===== config.mk =====
export PLATFORM = sky130hd
export DESIGN_NAME = stack_overlap_tracker_flat
export DESIGN_NICKNAME = d
export VERILOG_FILES = /design/src/rtl/stack_overlap_tracker_if.sv /design/src/rtl/stack_overlap_tracker.sv /design/src/flat_wrapper.sv
export SDC_FILE = /design/constraint.sdc
export NUM_CORES = 1
export LEC_CHECK = 0
export ABC_AREA = 0
export ABC_CLOCK_PERIOD_IN_PS = 5000
export CORE_ASPECT_RATIO = 0.5
export CORE_MARGIN = 2
export CORE_UTILIZATION = 59
export CTS_BUF_LIST = sky130_fd_sc_hd__clkbuf_4
export DETAILED_ROUTE_END_ITERATION = 7
export PLACE_DENSITY = 0.89
export SLEW_MARGIN = 20
export SYNTH_ARGS = -nofsm -noshare
export SYNTH_HDL_FRONTEND = slang
export SYNTH_SLANG_ARGS = --single-unit

===== constraint.sdc =====
create_clock -name clk -period 5 [get_ports clk]
set_input_delay 1 -clock clk [delete_from_list [all_inputs] [get_ports clk]]
set_output_delay 1 -clock clk [all_outputs]
set_load 0.005 [all_outputs]

===== src/rtl/stack_overlap_tracker_if.sv =====
// Drop/result bus between the moving-block controller, the overlap tracker and the draw/score logic.
// The master modport is the drop source and result sink; the slave modport is the tracker.
interface stack_overlap_tracker_if #(
    parameter int COORD_W  = 9,
    parameter int MAX_ROWS = 16,
    parameter int STREAK_W = 4
);
    localparam int ROW_W = $clog2(MAX_ROWS + 1);

    logic                drop_valid;
    logic                drop_ready;
    logic [COORD_W-1:0]  curr_start;
    logic [COORD_W-1:0]  curr_end;
    logic                result_valid;
    logic                hit;
    logic                perfect;
    logic [COORD_W-1:0]  trim_start;
    logic [COORD_W-1:0]  trim_end;
    logic [COORD_W:0]    trim_size;
    logic [ROW_W-1:0]    row_count;
    logic [STREAK_W-1:0] streak;
    logic                game_over;
    logic                win;

    modport master (
        output drop_valid, curr_start, curr_end,
        input  drop_ready, result_valid, hit, perfect, trim_start, trim_end,
               trim_size, row_count, streak, game_over, win
    );

    modport slave (
        input  drop_valid, curr_start, curr_end,
        output drop_ready, result_valid, hit, perfect, trim_start, trim_end,
               trim_size, row_count, streak, game_over, win
    );
endinterface


===== src/rtl/stack_overlap_tracker.sv =====
// Block-stacker row intersection: keeps the previous row's extent, trims each dropped row
// against it and tracks stacked rows, perfect-drop streak, game over and win.
module stack_overlap_tracker #(
    parameter int COORD_W     = 9,
    parameter int MAX_ROWS    = 16,
    parameter int STREAK_W    = 4,
    parameter int PERFECT_TOL = 0
) (
    input  logic                   clk,
    input  logic                   reset,
    input  logic                   new_game,
    stack_overlap_tracker_if.slave bus
);
    localparam int                 ROW_W    = $clog2(MAX_ROWS + 1);
    localparam logic [ROW_W-1:0]   ROWS_MAX = ROW_W'(MAX_ROWS);
    localparam logic [COORD_W-1:0] TOL      = COORD_W'(PERFECT_TOL);

    typedef enum logic [1:0] {IDLE, CALC, REPORT, DONE} state_t;

    state_t r_state;
    state_t w_state_next;

    logic                r_drop_ready;
    logic                r_result_valid;
    logic [COORD_W-1:0]  r_cur_s, r_cur_e;
    logic [COORD_W-1:0]  r_prev_s, r_prev_e;
    logic                r_first;
    logic [COORD_W-1:0]  r_os, r_oe;
    logic                r_calc_hit, r_calc_perfect;
    logic                r_hit, r_perfect;
    logic [COORD_W-1:0]  r_trim_s, r_trim_e;
    logic [COORD_W:0]    r_trim_size;
    logic [ROW_W-1:0]    r_row_count;
    logic [STREAK_W-1:0] r_streak;
    logic                r_game_over, r_win;

    logic                w_clear;
    logic                w_accept;
    logic                w_ready_next;
    logic [COORD_W-1:0]  w_os, w_oe, w_start_diff;
    logic                w_hit, w_perfect;
    logic [COORD_W:0]    w_size;
    logic [ROW_W-1:0]    w_rows_inc;
    logic [STREAK_W-1:0] w_streak_inc;

    assign w_clear  = reset | new_game;
    assign w_accept = (r_state == IDLE) && r_drop_ready && bus.drop_valid;

    // The first row has nothing below it, so its overlap is simply itself.
    assign w_os = r_first ? r_cur_s : ((r_prev_s > r_cur_s) ? r_prev_s : r_cur_s);
    assign w_oe = r_first ? r_cur_e : ((r_prev_e < r_cur_e) ? r_prev_e : r_cur_e);
    assign w_hit = (r_cur_e >= r_cur_s) && (w_os <= w_oe);
    assign w_start_diff = (r_cur_s >= r_prev_s) ? (r_cur_s - r_prev_s) : (r_prev_s - r_cur_s);
    assign w_perfect = w_hit && !r_first && (w_start_diff <= TOL) &&
                       ((r_cur_e - r_cur_s) == (r_prev_e - r_prev_s));

    assign w_size       = {1'b0, r_oe} - {1'b0, r_os} + (COORD_W+1)'(1);
    assign w_rows_inc   = (r_row_count == ROWS_MAX) ? r_row_count : r_row_count + 1'b1;
    assign w_streak_inc = (r_streak == '1) ? r_streak : r_streak + 1'b1;

    always_ff @(posedge clk) begin
        if (w_clear) begin
            r_state <= IDLE;
        end else begin
            r_state <= w_state_next;
        end
    end

    always_comb begin
        w_state_next = r_state;
        w_ready_next = 1'b0;
        unique case (r_state)
            IDLE:    if (w_accept) w_state_next = CALC;
            CALC:    w_state_next = REPORT;
            REPORT:  w_state_next = (!r_calc_hit || (w_rows_inc == ROWS_MAX)) ? DONE : IDLE;
            DONE:    w_state_next = DONE;
            default: w_state_next = IDLE;
        endcase
        w_ready_next = (w_state_next == IDLE);
    end

    // Results are registered on the REPORT edge so the pulse and the updated counters appear together.
    always_ff @(posedge clk) begin
        if (w_clear) begin
            r_drop_ready   <= 1'b0;
            r_result_valid <= 1'b0;
            r_cur_s        <= '0;
            r_cur_e        <= '0;
            r_prev_s       <= '0;
            r_prev_e       <= '0;
            r_first        <= 1'b1;
            r_os           <= '0;
            r_oe           <= '0;
            r_calc_hit     <= 1'b0;
            r_calc_perfect <= 1'b0;
            r_hit          <= 1'b0;
            r_perfect      <= 1'b0;
            r_trim_s       <= '0;
            r_trim_e       <= '0;
            r_trim_size    <= '0;
            r_row_count    <= '0;
            r_streak       <= '0;
            r_game_over    <= 1'b0;
            r_win          <= 1'b0;
        end else begin
            r_drop_ready   <= w_ready_next;
            r_result_valid <= 1'b0;
            unique case (r_state)
                IDLE: begin
                    if (w_accept) begin
                        r_cur_s <= bus.curr_start;
                        r_cur_e <= bus.curr_end;
                    end
                end
                CALC: begin
                    r_os           <= w_os;
                    r_oe           <= w_oe;
                    r_calc_hit     <= w_hit;
                    r_calc_perfect <= w_perfect;
                end
                REPORT: begin
                    r_result_valid <= 1'b1;
                    r_hit          <= r_calc_hit;
                    r_perfect      <= r_calc_perfect;
                    if (r_calc_hit) begin
                        r_trim_s    <= r_os;
                        r_trim_e    <= r_oe;
                        r_trim_size <= w_size;
                        r_prev_s    <= r_os;
                        r_prev_e    <= r_oe;
                        r_first     <= 1'b0;
                        r_row_count <= w_rows_inc;
                        r_streak    <= r_calc_perfect ? w_streak_inc : '0;
                        if (w_rows_inc == ROWS_MAX) r_win <= 1'b1;
                    end else begin
                        r_trim_s    <= '0;
                        r_trim_e    <= '0;
                        r_trim_size <= '0;
                        r_streak    <= '0;
                        r_game_over <= 1'b1;
                    end
                end
                default: ;
            endcase
        end
    end

    assign bus.drop_ready   = r_drop_ready;
    assign bus.result_valid = r_result_valid;
    assign bus.hit          = r_hit;
    assign bus.perfect      = r_perfect;
    assign bus.trim_start   = r_trim_s;
    assign bus.trim_end     = r_trim_e;
    assign bus.trim_size    = r_trim_size;
    assign bus.row_count    = r_row_count;
    assign bus.streak       = r_streak;
    assign bus.game_over    = r_game_over;
    assign bus.win          = r_win;
endmodule


===== src/flat_wrapper.sv =====
// flat-port wrapper written by rule: the top's interface ports become plain ports
module stack_overlap_tracker_flat 
#(
    parameter int COORD_W     = 9,
    parameter int MAX_ROWS    = 16,
    parameter int STREAK_W    = 4,
    parameter int PERFECT_TOL = 0
)
  (clk, reset, new_game, bus_drop_valid, bus_curr_start, bus_curr_end, bus_drop_ready, bus_result_valid, bus_hit, bus_perfect, bus_trim_start, bus_trim_end, bus_trim_size, bus_row_count, bus_streak, bus_game_over, bus_win);
  stack_overlap_tracker_if #(.COORD_W(COORD_W), .MAX_ROWS(MAX_ROWS), .STREAK_W(STREAK_W)) bus_i ();
  input  logic clk;
  input  logic reset;
  input  logic new_game;
  input wire logic [$bits(bus_i.drop_valid)-1:0] bus_drop_valid;
  input wire logic [$bits(bus_i.curr_start)-1:0] bus_curr_start;
  input wire logic [$bits(bus_i.curr_end)-1:0] bus_curr_end;
  output wire logic [$bits(bus_i.drop_ready)-1:0] bus_drop_ready;
  output wire logic [$bits(bus_i.result_valid)-1:0] bus_result_valid;
  output wire logic [$bits(bus_i.hit)-1:0] bus_hit;
  output wire logic [$bits(bus_i.perfect)-1:0] bus_perfect;
  output wire logic [$bits(bus_i.trim_start)-1:0] bus_trim_start;
  output wire logic [$bits(bus_i.trim_end)-1:0] bus_trim_end;
  output wire logic [$bits(bus_i.trim_size)-1:0] bus_trim_size;
  output wire logic [$bits(bus_i.row_count)-1:0] bus_row_count;
  output wire logic [$bits(bus_i.streak)-1:0] bus_streak;
  output wire logic [$bits(bus_i.game_over)-1:0] bus_game_over;
  output wire logic [$bits(bus_i.win)-1:0] bus_win;
  assign bus_i.drop_valid = bus_drop_valid;
  assign bus_i.curr_start = bus_curr_start;
  assign bus_i.curr_end = bus_curr_end;
  assign bus_drop_ready = bus_i.drop_ready;
  assign bus_result_valid = bus_i.result_valid;
  assign bus_hit = bus_i.hit;
  assign bus_perfect = bus_i.perfect;
  assign bus_trim_start = bus_i.trim_start;
  assign bus_trim_end = bus_i.trim_end;
  assign bus_trim_size = bus_i.trim_size;
  assign bus_row_count = bus_i.row_count;
  assign bus_streak = bus_i.streak;
  assign bus_game_over = bus_i.game_over;
  assign bus_win = bus_i.win;
  stack_overlap_tracker #(.COORD_W(COORD_W), .MAX_ROWS(MAX_ROWS), .STREAK_W(STREAK_W), .PERFECT_TOL(PERFECT_TOL)) u_core (.clk(clk), .reset(reset), .new_game(new_game), .bus(bus_i));
endmodule

==> impl_summary.txt <==
----------------------------------------------------
[Synthesis]
  Primary FF master, synth ... dfxtp_1
  Summed instance area of the synthesized netlist ... 6320 sq um
  Cells after synthesis ... 775
  Post-synthesis adder-cell area fraction ... 15.8%
  Cell type with the largest total area after synthesis ... dfxtp_1
  Dominant cells by area after synthesis ... dfxtp_1 (32%), ha_1 (14%), a21oi_1 (8.0%)
  Simple-gate portion of the synthesized area ... 16.7%
  Total nets after synthesis ... 874
  Number of enable flip-flop cells after synthesis ... 0
  Mean Syn Cell Area ... 8.16 sq um
  Area share of xor/xnor cells in the synthesized design ... 5.82%
  Share of synthesized registers carrying an async set or reset ... 0%
  Main combinational cell family by area after synthesis ... compound AO/OA/AOI/OAI gates
  Number of library cell types mapped by synthesis ... 61
  Area fraction of the dominant cell type after synthesis ... 32.3%
  Synth Area in Compound Gates ... 20.3%
  Flip-flop and latch count after synthesis ... 102
  YS warnings ... 0
  Mux contribution to synthesized area ... 3.17%
  Seq/Total Area, Yosys ... 32.3%

[Clocking]
  Clock Sinks ... 102
  Clock-pin slew reported for the worst setup and hold paths after clock tree synthesis ... 0.16 ns
  Count of H-tree levels built during CTS ... 3
  Number of hold buffers added after cts ... 0
  Post-CTS setup buffer count ... 0
  TritonCTS clock tree ... yes
  Resize count post-CTS ... 0
  Latest clock arrival within the worst-skew pair ... 0.48 ns
  Clock root cell ... clkbuf_4
  Number of CTS-inserted buffers ... 9
  Number of buffers between clock root and the deepest sink ... 2

[Power and ir drop]
  Leakage power of the design ... 0.00260 uW
  Sequential group share of total power ... 57.0%
  Switching Fraction ... 26.6%
  Comb pwr share ... 11.0%
  Peak VDD IR ... 0.126 mV
  Design internal power ... 1060 uW
  Share of power burned in the clock network ... 32.0%
  Power density normalized to cell area ... 202 nW/um^2
  Net switching power of the design ... 384 uW

[Finish]
  Number of inserted diodes ... 0
  Area Growth Syn to Fin ... 12.7%
  Ratio of cells with drive above 1 in the final layout ... 3.66%
  Post-route standard cell area excluding fillers ... 7130 sq um
  Commonest non-fill, non-tap cell in the layout ... nand2_1
  Most frequent cells in the layout ... nand2_1 (112), dfxtp_1 (102), a21oi_1 (101)
  Post-layout net count ... 914

[Detailed routing]
  Met2 wire length ... 7190 um
  Detail Route met3 WL ... 1360 um
  TritonRoute pass-1 iters ... 5
  Ratio of routed vias to standard cells ... 6.00
  Metal-1 WL ... 7990 um
  Routed WL ... 16800 um
  Routed WL per cell ... 17.6 um
  Post-route DRC ... 0
  Uppermost layer routed ... met4
  Via count ... 5757
  DRC marker count from the first detailed-route iteration ... 530
  Remaining antenna violation count after routing ... 0

[STA]
  Final min period ... 4.68 ns
  Maximum operating frequency ... 214 MHz
  Slew Limit Fails ... 0
  Portion of the clock cycle consumed by the worst path in the final layout ... 93.6%
  Transition at the pin with the smallest max-transition slack ... 1.04 ns
  Final hold vios ... 0
  RSZ-0062 raised after global routing ... no
  Clock tree skew after final layout ... 0.0184 ns
  Max-slew headroom at the worst pin ... 30.5%
  Number of setup violations in the final report ... 0
  Final setup TNS ... 0 ns

[Global routing]
  Pin count of the biggest net entering global routing ... 54
  Total grt overflow ... 0
  Antenna violations before repair ... 0
  Global-route wire length before repair ... 27900 um
  GRT Util Overall ... 30.5%
  Vias in the first global route ... 5457

[Critical path]
  Beginning of the worst register-to-register path ... u_core.r_prev_s[2]
  Worst r2r dst ... u_core.r_calc_perfect
  Startpoint-to-endpoint class of the critical path ... flop to flop
  Setup slack, reg-to-reg ... 0.32 ns
  Crit path max fanout ... 9
  CP Launch Type ... flop
  FF-to-FF path depth ... 17
  Worst path required time ... 5.41 ns
  Arrival time reported for the critical path endpoint ... 5.09 ns
  Endpoint kind of the worst setup timing path ... flop

[Outcome]
  Status ... completed

[Floorplan]
  Die outline area ... 11600 sq um
  Floorplan Core Area ... 10300 sq um
  Die height ... 77.2 um
  Die extent in x ... 150 um
  I/O pins ... 65
  Site Rows ... 26
  Initial core utilization ... 61.3%

[Min path]
  Cell depth of the worst hold path ... 2
  Worst Hold End ... u_core.bus.trim_end[5]
  Tightest Hold Check Type ... flop to flop
  Critical hold path startpoint ... u_core.bus.trim_end[5]

[Placed design]
  Final weighted congestion in routability-driven placement ... 0.908
  # port buffers ... 64
  Placed inst area ... 6980 sq um
  Total half-perimeter wirelength after legalization and detailed placement ... 13000 um

[Run]
  Count of maximum capacitance violations ... 0

----------------------------------------------------
worst max-delay path by stage:
| stage | end | slack, ns | cells past startpoint | start |
|---|---|---|---|---|
| 2_1_floorplan | u_core.r_calc_perfect | 1.25 | 17 | u_core.r_prev_s[1] |
| 3_3_place_gp | u_core.r_calc_perfect | 0.90 | 17 | u_core.r_prev_s[2] |
| 3_5_place_dp | u_core.r_calc_perfect | 0.66 | 17 | u_core.r_prev_s[1] |
| 4_1_cts | u_core.r_calc_perfect | 0.57 | 17 | u_core.r_prev_s[2] |
| 5_1_grt | u_core.r_calc_perfect | 0.16 | 17 | u_core.r_prev_s[2] |
| 6_report | u_core.r_calc_perfect | 0.32 | 17 | u_core.r_prev_s[2] |
power groups by stage:
stage,Clock (uW),Combinational (uW),Sequential [uW]
floorplan,0,108,838
global placement,0,152,839
detailed placement,0,153,839
CTS,460,154,822
global route,491,172,823
finish,461,158,822
Yosys cell counts, drive strengths merged (3+ instances only):
library cell / instances
nand3: 15
nor2: 57
nand2: 112
and3: 3
buf: 11
o21bai: 4
o21ai: 31
o21a: 10
mux2i: 20
o2111ai: 3
xnor2: 30
a31oi: 4
clkbuf: 26
fa: 5
and2: 3
nor2b: 12
a21o: 15
xor2: 12
dfxtp: 102
a2111oi: 3
a211oi: 13
nor3: 11
a21oi: 101
nand2b: 4
ha: 72
a22oi: 6
inv: 52
nand4: 8
per-stage QoR:
stage	setup WS (ns)	hold slack, ns	utilization, %	std cells	total power, uW
finish	0.321	0.463	69.1	960	1440
global route	0.155	0.487	69.1	960	1490
CTS	0.566	0.466	69.1	960	1440
detailed placement	0.655	0.447	67.7	944	992
global placement	0.896	0.440	67.7	944	991
floorplan	1.25	0.440	-	775	946
cell type report:
cell class              instances  area, sq um
clock buffers                  11         82.6
inverters                      52          195
repair buffers                 67          663
clock inverters                 5         63.8
fillers                       822         3180
flip-flops and latches        102         2040
multi-input cells             583         3910
well taps                     140          175
logic make-up after synthesis:
family,Yosys count
AOI/OAI and AO/OA,208
xor gates and xnor gates,42
adders and majority gates,77
buffers and inverters,90
DFF,102
muxes,20
and+or+nand+nor,236
worst max-delay path, cell delays in order (launching register included):
cell and delay, ns:
dfxtp_1 0.38, inv_1 0.09, ha_1 0.45, a21oi_1 0.17, a21o_1 0.21, a21oi_1 0.29, a41oi_1 0.23, nor2_2 0.49
mux2i_1 0.42, ha_1 0.32, nor2b_1 0.14, o21a_1 0.16, o21bai_1 0.12, a31oi_1 0.10, o22ai_1 0.20, o211ai_1 0.17
or4_1 0.54, o21ai_1 0.14
layer usage:
metal / vias up / GRT usage (%)
met5: - / 0
met2: 221 / 45.8
met4: 0 / 9.25
met3: 29 / 5.48
met1: 2746 / 44.4
li1: 2761 / -
state kept, by name, summed over array words and instances, names as in the netlist:
register,count
u_core.bus.drop_ready,1
u_core.bus.game_over,1
u_core.bus.hit,1
u_core.bus.perfect,1
u_core.bus.result_valid,1
u_core.bus.row_count,5
u_core.bus.streak,4
u_core.bus.trim_end,9
u_core.bus.trim_size,10
u_core.bus.trim_start,9
u_core.bus.win,1
u_core.r_calc_hit,1
u_core.r_calc_perfect,1
u_core.r_cur_e,9
u_core.r_cur_s,9
u_core.r_first,1
u_core.r_oe,9
u_core.r_os,9
u_core.r_prev_e,9
u_core.r_prev_s,9
u_core.r_state,2
(Power assumes the default switching activity.)
==> RTL change 1: new RTL, same settings <==
Encoding of `state_t`: now one-hot (4 bits for 4 states).
--- a/src/rtl/stack_overlap_tracker.sv
+++ b/src/rtl/stack_overlap_tracker.sv
@@ -16,5 +16,5 @@
     localparam logic [COORD_W-1:0] TOL      = COORD_W'(PERFECT_TOL);
 
-    typedef enum logic [1:0] {IDLE, CALC, REPORT, DONE} state_t;
+    typedef enum logic [3:0] {IDLE = 4'b0001, CALC = 4'b0010, REPORT = 4'b0100, DONE = 4'b1000} state_t;
 
     state_t r_state;
Formal check against the unedited RTL: same outputs for any inputs over 4 cycles, from zero or initial values; so few cycles prove little.
==> RTL change 1 against the unedited design <==
Power fell by 2.5%; sequential power rose by 2%; clock power fell by 3%; synthesized area rose by 2.7%; count of clock-buffer cells in the layout fell by 2; combinational power fell by 22%; sequential cell count rose by 2; worst setup slack improved by 720 ps; wire length rose by 1.2%; final area rose by 2.5%; synthesized cell count rose by 3.0%; maximum frequency rose by 18%; largest cell class unchanged; largest power group unchanged; highest routed layer unchanged.
==> RTL change 1: results (changes against the unedited design) <==
timing:
  slew-limit-headroom: 0.276  # -0.0290
  skew_ps: 21.9  # +3.48 ps
synthesis:
  synth-main-ff-cell: "dfxtp_1"
  synth.distinct_cells: 58  # -4.9%
  synth_seq_area_share: 0.320  # -0.00242
  ys_top_cells_by_area: "dfxtp_1, ha_1, a21oi_1, nand2_1, xnor2_1"
  synthesis.nets: 897  # +2.6%
  synth_warnings: 0  # unchanged
  synthTopCellsByCount: "nand2_1, a21oi_1, dfxtp_1, ha_1, nor2_1"
  avgSynthCellArea_um2: 8.14  # -0.23%
worst_setup_path:
  slowest_stage: "a211o_1"
  worstPathMaxFanout: 8  # -1
  cp.arrival_ps: 4380  # -710 ps
global_routing:
  grt_use_met2: 0.461  # +0.00308
  met3_usage: 0.0585  # +0.00377
  grt_pass1_vias: 5508  # +0.93%
  use_met1: 0.398  # -0.0458
  grt_pass1_wl_um: 27200  # -2.5%
  grt_max_degree: 89  # +65%
  track_usage: 0.288  # -0.0173
placement:
  dpl.hpwl_um: 12800  # -1.4%
  dpl_cell_area_um2: 7180  # +2.7%
  dpl_worst_slack_ps: 1110  # +458 ps
  dp.cells: 974  # +3.2%
  place_congestion: 0.930  # +2.4%
layout:
  nets: 939  # +2.7%
  final_cells: 989  # +3.0%
  drive_above_1_share: 0.0474  # +0.0108
  num-fill-cells: 901  # +9.6%
outcome:
  status: "complete, no violations"
clock_tree:
  h-tree-depth: 3  # unchanged
power:
  vdd_ir_drop_max_uv: 190  # +51%
  p_leak_nw: 2.70  # +3.9%
route:
  wl_per_cell_um: 17.2  # -1.7%
  vias_per_cell: 5.89  # -1.8%
  drt_iter0_drc: 632  # +19%
RTL change 1: cell count changes after synthesis, sizes merged, moves of 4 or more:
cell / delta
xor2: +6
nand2b: +5
nand2: +10
a211oi: -6
nor4: +8
o211ai: +4
nor2b: -6
o21ai: -6
a21oi: +14
nand3b: +6
nand3: +4
RTL change 1: area by class of cell:
| class | count | area (um^2) | share of cell area |
|---|---|---|---|
| inverter | 52 | 195 | 0.0267 |
| clock buffer | 9 | 67.6 | 0.00924 |
| timing repair buffer | 68 | 671 | 0.0917 |
| sequential | 104 | 2080 | 0.285 |
| tap | 145 | 181 | 0.0248 |
| multi-input combinational | 605 | 4050 | 0.554 |
| clock inverter | 6 | 66.3 | 0.00907 |
RTL change 1: layer usage:
layer / vias to the layer above / part of all wire
li1: 2834 / -
met1: 2749 / 0.46
met2: 205 / 0.45
met3: 35 / 0.076
met4: 0 / 0.021
met5: - / 0
RTL change 1: kinds of logic after synthesis:
group,share of synthesized area
muxes,0.0364
DFF,0.320
adders and majority gates,0.154
and+or+nand+nor,0.182
AOI/OAI and AO/OA,0.186
xor gates and xnor gates,0.0641
buffers and inverters,0.0578
RTL change 1: path summary, 6_finish.rpt:
check / cells after the start / from / slack, ps / endpoint
worst min register to register: 2 / u_core.bus.trim_start[3] / 470 / u_core.bus.trim_start[3]
worst max-delay path: 18 / u_core.r_prev_s[1] / 1040 / u_core.r_calc_perfect
worst max register to register: 18 / u_core.r_prev_s[1] / 1040 / u_core.r_calc_perfect
worst min-delay path: 2 / u_core.bus.trim_start[3] / 470 / u_core.bus.trim_start[3]
RTL change 1: where the power goes:
part           internal [W]  switching, W
clock network      0.000154      0.000293
registers          0.000832    0.00000333
logic             0.0000551     0.0000674
==> RTL change 2: new RTL, same flow settings <==
Made on the original files. `COORD_W` is set to 9 in 3 places; all go to 18.
--- a/src/rtl/stack_overlap_tracker_if.sv
+++ b/src/rtl/stack_overlap_tracker_if.sv
@@ -2,5 +2,5 @@
 // The master modport is the drop source and result sink; the slave modport is the tracker.
 interface stack_overlap_tracker_if #(
-    parameter int COORD_W  = 9,
+    parameter int COORD_W  = 18,
     parameter int MAX_ROWS = 16,
     parameter int STREAK_W = 4
--- a/src/rtl/stack_overlap_tracker.sv
+++ b/src/rtl/stack_overlap_tracker.sv
@@ -2,5 +2,5 @@
 // against it and tracks stacked rows, perfect-drop streak, game over and win.
 module stack_overlap_tracker #(
-    parameter int COORD_W     = 9,
+    parameter int COORD_W     = 18,
     parameter int MAX_ROWS    = 16,
     parameter int STREAK_W    = 4,
--- a/src/flat_wrapper.sv
+++ b/src/flat_wrapper.sv
@@ -2,5 +2,5 @@
 module stack_overlap_tracker_flat 
 #(
-    parameter int COORD_W     = 9,
+    parameter int COORD_W     = 18,
     parameter int MAX_ROWS    = 16,
     parameter int STREAK_W    = 4,
Ports: changed (5 resized); port bits go from 65 to 110. No check against the original RTL was run, so the function may have changed too.
==> RTL change 2 against the unedited design <==
The run now ends with setup timing left; synthesized cell count up 100%; final area up 120%; power up 100%; worst setup slack worse by 600 ps; synthesized area up 95%; first-iteration DRC count rose to 2.8 times the old value; sequential power up 79%; wire length rose to 2.6 times the old value; sequential cell count up 81; utilization up 7.2 points; maximum frequency down 11%; clock power up 100%; non-clock buffer count up 228.
==> RTL change 2: results (changes against the unedited design) <==
outcome:
  status: "finished with violations"
  violations: "setup timing"
synthesis:
  synthesis.nets: 1758  # +100%
  synthTopCellsByCount: "nand2_1, a21oi_1, dfxtp_1, ha_1, inv_1"
  avgSynthCellArea_um2: 7.84  # -3.9%
  synth_seq_area_share: 0.298  # -0.0250
  synth.distinct_cells: 75  # +23%
worst_setup_path:
  worstPathMaxFanout: 2  # -7
  cp.arrival_ps: 5840  # +750 ps
  slowest_stage: "or4_4"
  cp_num_buf_inv: 3  # +2
clock_tree:
  path_clk_slew_ps: 180  # +20 ps
  clk_latency_ps: 650  # +170 ps
  cts_made_buffers: 17  # +8
  h-tree-depth: 4  # +1
placement:
  place.port_buffers: 109  # +70%
  place_congestion: 1.01  # +12%
  dpl_cell_area_um2: 14800  # +110%
  dpl.hpwl_um: 32900  # +150%
global_routing:
  grt_pass1_vias: 12100  # +120%
  antenna_found_initial: 1  # +1
  grt_max_degree: 88  # +63%
  track_usage: 0.382  # +0.0766
route:
  wl_um: 43500  # +160%
  drt_iter0_drc: 1463  # +180%
  drt_pass1_iterations: 6  # +1
timing:
  setup_viol: 1  # +1
  setup_ws_ps: -276  # -597 ps
  skew_ps: 34.5  # +16.1 ps
  tightest_slew_ps: 942  # -100 ps
layout:
  nets: 1998  # +120%
  drive_above_1_share: 0.162  # +0.126
  num-fill-cells: 1443  # +76%
power:
  p_leak_nw: 6.33  # +140%
RTL change 2: cell count changes after synthesis, moves of 18 or more:
cell and delta:
nand2b_1 +18, nor2_1 +44, mux2i_1 +20, nand2_1 +123, clkbuf_1 +37, a21oi_1 +114
a21o_1 +22, xnor2_1 +28, inv_1 +53, ha_1 +72, o21ai_0 +24, dfxtp_1 +81
RTL change 2: cell type report:
class	instances	share of cell area
antenna	1	0.000160
clock buffer	17	0.00815
sequential	183	0.235
tap	273	0.0218
multi-input combinational	1206	0.536
inverter	106	0.0254
timing repair buffer	295	0.161
clock inverter	15	0.0125
RTL change 2: worst paths after layout:
kind                      startpoint  depth (start not counted)                       to
max               u_core.r_cur_e[12]                         22    u_core.r_calc_perfect
min          u_core.bus.trim_end[14]                          2  u_core.bus.trim_end[14]
max reg2reg       u_core.r_cur_e[12]                         22    u_core.r_calc_perfect
min reg2reg  u_core.bus.trim_end[14]                          2  u_core.bus.trim_end[14]
RTL change 2: through the flow:
stage               hold slack, ps  setup WS [ps]  TNS, ps  utilization
floorplan                      438          -41.0    -41.0            -
global placement               437           -256     -256        0.723
detailed placement             444           -422     -422        0.723
CTS                            466           -121     -121        0.753
global route                   482           -404     -404        0.763
finish                         464           -276     -276        0.763
RTL change 2: timing repair:
action	4_1_cts	5_1_grt
pin swaps	18	21
setup endpoints to repair	1	2
setup buffers	11	1
gates resized for setup	45	38
RTL change 2: per-layer routing:
layer	up-vias	global-route usage	share of wire
met5	-	0.0414	0.0027
met4	2	0.125	0.029
met3	115	0.139	0.13
met2	785	0.560	0.41
met1	6205	0.516	0.43
li1	5992	-	-
RTL change 2: kinds of logic (layout without fill, tap and decap cells):
logic type | Yosys count | in the layout | share of synthesized area
fa+ha+maj | 149 | 149 | 0.155
simple gates | 485 | 485 | 0.179
xor+xnor | 79 | 79 | 0.0562
mux | 40 | 40 | 0.0325
other cells | 0 | 1 | 0
buf+inv | 180 | 433 | 0.0560
compound gates | 453 | 453 | 0.224
flops | 183 | 183 | 0.298
RTL change 2: worst min-delay path: cells and delay by family (launching register included):
family	cells	cell delay, ps
DFF	1	340
AOI/OAI and AO/OA	1	50
and+or+nand+nor	1	50
RTL change 2: power by group:
part,internal (W),switching (W),total (W),leakage [nW]
combinational,0.000224,0.000270,0.000494,4.68
sequential,0.00147,0.00000676,0.00147,1.48
clock,0.000286,0.000647,0.000933,0.169
total,0.00198,0.000923,0.00290,6.33
